[src/rtl/gray_pixel_packer.sv]
`default_nettype none
// ============================================================================
// gray_pixel_packer
// Packs four 8-bit grayscale pixels per little-endian 32-bit word and buffers
// the words in a show-ahead FIFO drained over a valid/ready handshake.
// Revision: 1.0
// ============================================================================
module gray_pixel_packer #(
   parameter int FIFO_DEPTH = 8,
   parameter int LEVEL_W    = $clog2(FIFO_DEPTH) + 1
) (
   input  logic               clock,
   input  logic               nReset,
   input  logic               frameStart,
   input  logic               pixelValid,
   input  logic [7:0]         grayPixel,
   output logic               wordValid,
   output logic [31:0]        wordData,
   input  logic               wordReady,
   output logic [LEVEL_W-1:0] fifoLevel,
   output logic               overflow,
   input  logic               clearOverflow
);

   localparam int                 PTR_W      = LEVEL_W - 1;
   localparam logic [LEVEL_W-1:0] FULL_LEVEL = LEVEL_W'(FIFO_DEPTH);
   localparam logic [1:0]         LAST_BYTE  = 2'd3;

   // ------------------------------------------------------------------
   // Packing stage
   // ------------------------------------------------------------------
   logic [1:0]  byte_idx;
   logic [1:0]  eff_idx;
   logic [23:0] partial;
   logic        push_req;
   logic [31:0] push_word;

   // A frame start realigns packing so the pixel in the same cycle is byte 0.
   always_comb begin
      eff_idx   = frameStart ? 2'd0 : byte_idx;
      push_req  = pixelValid && (eff_idx == LAST_BYTE);
      push_word = {grayPixel, partial};
   end

   always_ff @(posedge clock or negedge nReset) begin
      if (!nReset) begin
         byte_idx <= 2'd0;
         partial  <= 24'd0;
      end else if (pixelValid) begin
         byte_idx <= eff_idx + 2'd1;
         case (eff_idx)
            2'd0:    partial[7:0]   <= grayPixel;
            2'd1:    partial[15:8]  <= grayPixel;
            2'd2:    partial[23:16] <= grayPixel;
            default: partial        <= partial;
         endcase
      end else if (frameStart) begin
         byte_idx <= 2'd0;
      end
   end

   // ------------------------------------------------------------------
   // Word FIFO
   // ------------------------------------------------------------------
   logic [31:0]        mem [FIFO_DEPTH];
   logic [PTR_W-1:0]   wr_ptr;
   logic [PTR_W-1:0]   rd_ptr;
   logic [LEVEL_W-1:0] level;
   logic               full;
   logic               pop;
   logic               push_ok;
   logic               drop;

   // A pop in the same cycle frees the slot, so a full FIFO still accepts.
   always_comb begin
      full    = (level == FULL_LEVEL);
      pop     = (level != '0) && wordReady;
      push_ok = push_req && (!full || pop);
      drop    = push_req && full && !pop;
   end

   always_ff @(posedge clock) begin
      if (push_ok) begin
         mem[wr_ptr] <= push_word;
      end
   end

   always_ff @(posedge clock or negedge nReset) begin
      if (!nReset) begin
         wr_ptr <= '0;
         rd_ptr <= '0;
         level  <= '0;
      end else begin
         if (push_ok) begin
            wr_ptr <= wr_ptr + 1'b1;
         end
         if (pop) begin
            rd_ptr <= rd_ptr + 1'b1;
         end
         if (push_ok && !pop) begin
            level <= level + 1'b1;
         end else if (pop && !push_ok) begin
            level <= level - 1'b1;
         end
      end
   end

   // Setting on a dropped word takes priority over a simultaneous clear.
   always_ff @(posedge clock or negedge nReset) begin
      if (!nReset) begin
         overflow <= 1'b0;
      end else if (drop) begin
         overflow <= 1'b1;
      end else if (clearOverflow) begin
         overflow <= 1'b0;
      end
   end

   assign wordValid = (level != '0);
   assign wordData  = mem[rd_ptr];
   assign fifoLevel = level;

endmodule
`default_nettype wire

[config.mk]
export PLATFORM = sky130hd
export DESIGN_NAME = gray_pixel_packer
export DESIGN_NICKNAME = d
export VERILOG_FILES = /design/src/rtl/gray_pixel_packer.sv
export SDC_FILE = /design/constraint.sdc
export NUM_CORES = 1
export LEC_CHECK = 0
export CORE_MARGIN = 2
export CORE_UTILIZATION = 34
export CTS_BUF_LIST = sky130_fd_sc_hd__clkbuf_8
export CTS_CLUSTER_SIZE = 14
export DETAILED_ROUTE_END_ITERATION = 7
export PLACE_DENSITY = 0.47
export SYNTH_ARGS = -nofsm -noshare
export SYNTH_HDL_FRONTEND = slang
export SYNTH_SLANG_ARGS = --single-unit
[constraint.sdc]
create_clock -name clock -period 8.4 [get_ports clock]
set_input_delay 1.68 -clock clock [delete_from_list [all_inputs] [get_ports clock]]
set_output_delay 1.68 -clock clock [all_outputs]
set_load 0.02 [all_outputs]
Word level (Yosys, flattened, before mapping). Memories as Yosys holds them, arrays and structs flattened. Index checks and enable logic that the tools add are counted.

$add $sub $neg: 5. Reduce and logical (&&, ||, !) cells: 18. Equal/unequal tests: 4. Muxes and demuxes: 8.

Operators by type and width (number): $mux W4 (2); $logic_and A1 B1 Y1 (7); $add A3 B1 Y3 const B (2); $reduce_and A2 Y1 (3); $add A4 B1 Y4 const B (1); $eq A2 B2 Y1 const B (2); $eq A4 B4 Y1 const B (1); $mux W1 (4); $mux W2 (2); $reduce_bool A2 Y1 (2); $reduce_bool A4 Y1 (1); $sub A4 B1 Y4 const B (1); $logic_not A1 Y1 (3); $add A2 B1 Y2 const B (1); $eq A2 B1 Y1 const B (1); $logic_not A2 Y1 (1); $logic_or A1 B1 Y1 (1).

Input port bits: 14. Output and inout port bits: 38. Word-level logic and storage cells: 44. Memories kept: 1. Flip-flop bits (word level): 37. Bits in writable memories: 256.

Memories: mem (words 8, width 32, rd ports 1, clocked after memory_dff 0, write ports 1, RTL line 65) `logic [31:0] mem [FIFO_DEPTH];`.

Longest topological paths before layout.
Depth after elaboration: 8. Gate-level depth with buffers: 11.

Worst setup path before layout. OpenSTA, ideal clock, no wires.

Path kind: input port to flip-flop. Start point: in frameStart. End point: mem mem[0][0] (enable). Arrival time: 5.441 ns. Stages on the path: 5. Buffers on the path: 0. Path slack: 2.458 ns. Setup time: 0.501 ns. Cells stage by stage: nor2b_1 -> ha_1 -> nand2_1 -> a21o_1 -> nor4_1.

Cells in the longest elaborated chain, start to end: 6.

Ends and longest elaborated chain: start, declared (RTL line 14) `input logic frameStart,`; $mux W2; $eq A2 B2 Y1 (RTL line 41) `push_req = pixelValid && (eff_idx == LAST_BYTE);`; $logic_and A1 B1 Y1 (RTL line 41); $logic_and A1 B1 Y1 (RTL line 78) `push_ok = push_req && (!full || pop);`; $mux W1 (RTL line 83) `if (push_ok) begin`; $mux W1 (implied by the code) (RTL line 84) `mem[wr_ptr] <= push_word;`; end, declared (RTL line 65).

No other way between the ends.

Worst setup path after layout.
Start point: reg rd_ptr[0]. End point: out wordData[15].

Cells in the longest elaborated chain, start to end: 1.

Ends and longest elaborated chain: start, declared (RTL line 67) `logic [PTR_W-1:0] rd_ptr;`; start signal, assigned (RTL line 98) `rd_ptr <= rd_ptr + 1'b1;`; $mem_v2 Z8 W32; end, declared (RTL line 18) `output logic [31:0] wordData,`.

No other way between the ends.

==> qor.yml <==
worst_hold_path:
  hp-class: "register to register"
timing:
  hold_viol_final: 0
  setup_tns_ps: 0
  fin_skew_ps: 29.5
  rsz0062_at_grt: "false"
  relSlewSlack: 0.293
  fmax_mhz: 190
  report.final.slew_viol_count: 0
  fin_crit_sh: 0.625
  tightest_slew_ps: 1060
  finalSetupViolCount: 0
  fin_crit_ps: 5250
  timing.hold.ws_ps: 548
logic_synthesis:
  syn_area_mm2: 0.0114
  netlist.area_leader.share: 0.672
  ys_ff_latch: 293
  synth-warning-count: 0
  synth_flop_cell: "edfxtp_1"
  syn_nets: 528
  synth.distinct_cells: 33
  synthCells: 504
  ys_seq_area_frac: 0.753
  synth.avg_cell_area_um2: 22.7
  yosysTopAreaCell: "edfxtp_1"
  synth_edf_count: 256
  synth.most_common_cell: "edfxtp_1"
  ys_top_cells_by_count: "edfxtp_1 (256), mux2_2 (59), mux4_2 (39)"
  synth_area_leaders: "edfxtp_1 (67%), dfrtp_1 (8.1%), mux4_2 (7.7%)"
  synthArstFlopShare: 0.126
final_layout:
  final_net_count: 621
  ff_latch_area_mm2: 0.00862
  area_growth_pct: 16.8
  multiInputGateArea_mm2: 0.00270
  drive_above_1_share: 0.279
  antenna_cells: 0
  nFillCells: 3048
  design_area_mm2: 0.0134
worst_setup_path:
  cp_top_family: "buffers and inverters"
  cp.arrival_ps: 3570
  worst-path-buf-inv: 2
  cp_max_fo: 40
  cp_slowest_cell: "dfrtp_4"
  path_class: "register to output port"
  critPathLaunchType: "register"
  crit_path_end_kind: "output port"
  worst_path_largest_cell_delay_ps: 770
  crit_required_ps: 6720
  crit_chain: "buf_4 -> mux4_1 -> mux2_2 -> clkdlybuf4s50_1"
die:
  core_mm2: 0.0334
  pin_count: 52
  start_util: 0.343
  fp.dieArea_mm2: 0.0351
  fp.dieW_um: 187
  die_y_um: 187
  num_rows: 67
global_routing:
  grt_pass1_vias: 5784
  grt_pass1_wl_mm: 35.4
  overflow: 0
  antenna_found_initial: 0
  grt_usage: 0.137
  grt_max_degree: 41
placement:
  gp_congestion: 0.723
  placed_cell_area_mm2: 0.0125
  port_buffers: 51
  hpwlAfterDp_mm: 12.2
drt:
  vias_per_cell: 4.85
  wirelength_mm: 23.7
  vias: 5263
  drt-wirelength-per-cell_um: 21.9
  drt_pass1_iterations: 4
  first_iter_violations: 326
  ant_nets: 0
  drc: 0
pwr:
  p_total_mw: 4.23
  p_comb_frac: 0.280
  power.density_mw_per_mm2: 316
  switching_share: 0.301
  clkPwrFrac: 0.263
  power_frac_seq: 0.458
  p_switching_mw: 1.27
  intPower_mw: 2.96
  power.leakage_nw: 4.47
  ir_worst_vdd_mv: 0.163
clocking:
  cts_resized: 0
  clock-root-buffer: "clkbuf_8"
  clock_latency_ps: 570
  cts_max_path_buffers: 3
  htreeDepth: 2
  cts_buffers: 49
  cts.sinks: 293
  clk_pin_slew_ps: 60
  cts_setup_buffers: 0
  hold_buffers: 0
  cts_tree: "built"
status:
  status: "completed"
flow_run:
  drv_cap: 0
[worst min-delay path: cells and delay by family, from the launching register on]
family                 cells  cell delay [ps]
DFF                        1              380
buffers and inverters      1               50
AOI/OAI and AO/OA          1               70
[final timing paths]
check | start | end | slack, ps | depth (start not counted)
max | rd_ptr[0] | wordData[15] | 3150 | 4
max reg2reg | fifoLevel[0] | fifoLevel[3] | 5380 | 8
min reg2reg | overflow | overflow | 550 | 2
min in group asynchronous | nReset | fifoLevel[0] | 1290 | 1
max in group asynchronous | nReset | rd_ptr[0] | 6330 | 1
min | overflow | overflow | 550 | 2
[cell usage in the layout, fill, tap and decap left out, types with 9 or more instances in the layout]
cell type	count
inv_1	27
buf_4	11
mux2_2	59
nand2_1	9
mux4_2	39
clkinv_1	12
mux4_1	25
dfrtp_1	34
clkdlybuf4s50_1	50
ha_1	9
edfxtp_1	256
clkbuf_8	51
[state kept, by name, summed over array words and instances (netlist names)]
register	cells
byte_idx	2
overflow	1
rd_ptr	3
fifoLevel	4
partial	24
mem	256
wr_ptr	3
[per-stage QoR]
step	util	worst slack (ps)	instances
3_5_place_dp	0.374	3640	994
6_report	0.400	3150	1085
2_1_floorplan	-	2460	504
3_3_place_gp	0.374	3660	994
5_1_grt	0.400	2920	1085
4_1_cts	0.400	3010	1085
[metal layers]
metal,wire [µm],up-vias,track usage
met4,454,0,0.0433
met5,0,-,0
met3,989,34,0.0268
li1,-,2309,-
met1,10800,2805,0.185
met2,11500,115,0.224
[power groups by stage]
stage          Clock, mW  Sequential [mW]  Combinational, mW
2_1_floorplan          0             1.85              0.875
3_3_place_gp           0             1.96               1.20
5_1_grt             1.22             1.96               1.26
3_5_place_dp           0             1.97               1.21
6_report            1.11             1.93               1.18
4_1_cts             1.15             1.94               1.21
[area by class of cell]
type / instances / share of cell area
Multi-Input combinational cell: 186 / 0.202
Clock inverter: 40 / 0.0126
Tap cell: 448 / 0.0420
Timing Repair Buffer: 62 / 0.0440
Clock buffer: 51 / 0.0525
Inverter: 5 / 0.00140
Sequential cell: 293 / 0.645
[kinds of logic (layout without fill, tap and decap cells)]
group	count (synthesis)	in the layout	share of synthesized area
compound gates	11	11	0.00667
simple gates	34	34	0.0152
fa+ha+maj	10	10	0.0116
xor+xnor	7	7	0.00536
buf+inv	25	158	0.0150
mux	124	124	0.193
flops	293	293	0.753
Note: power is estimated with default switching activity, not from simulation.
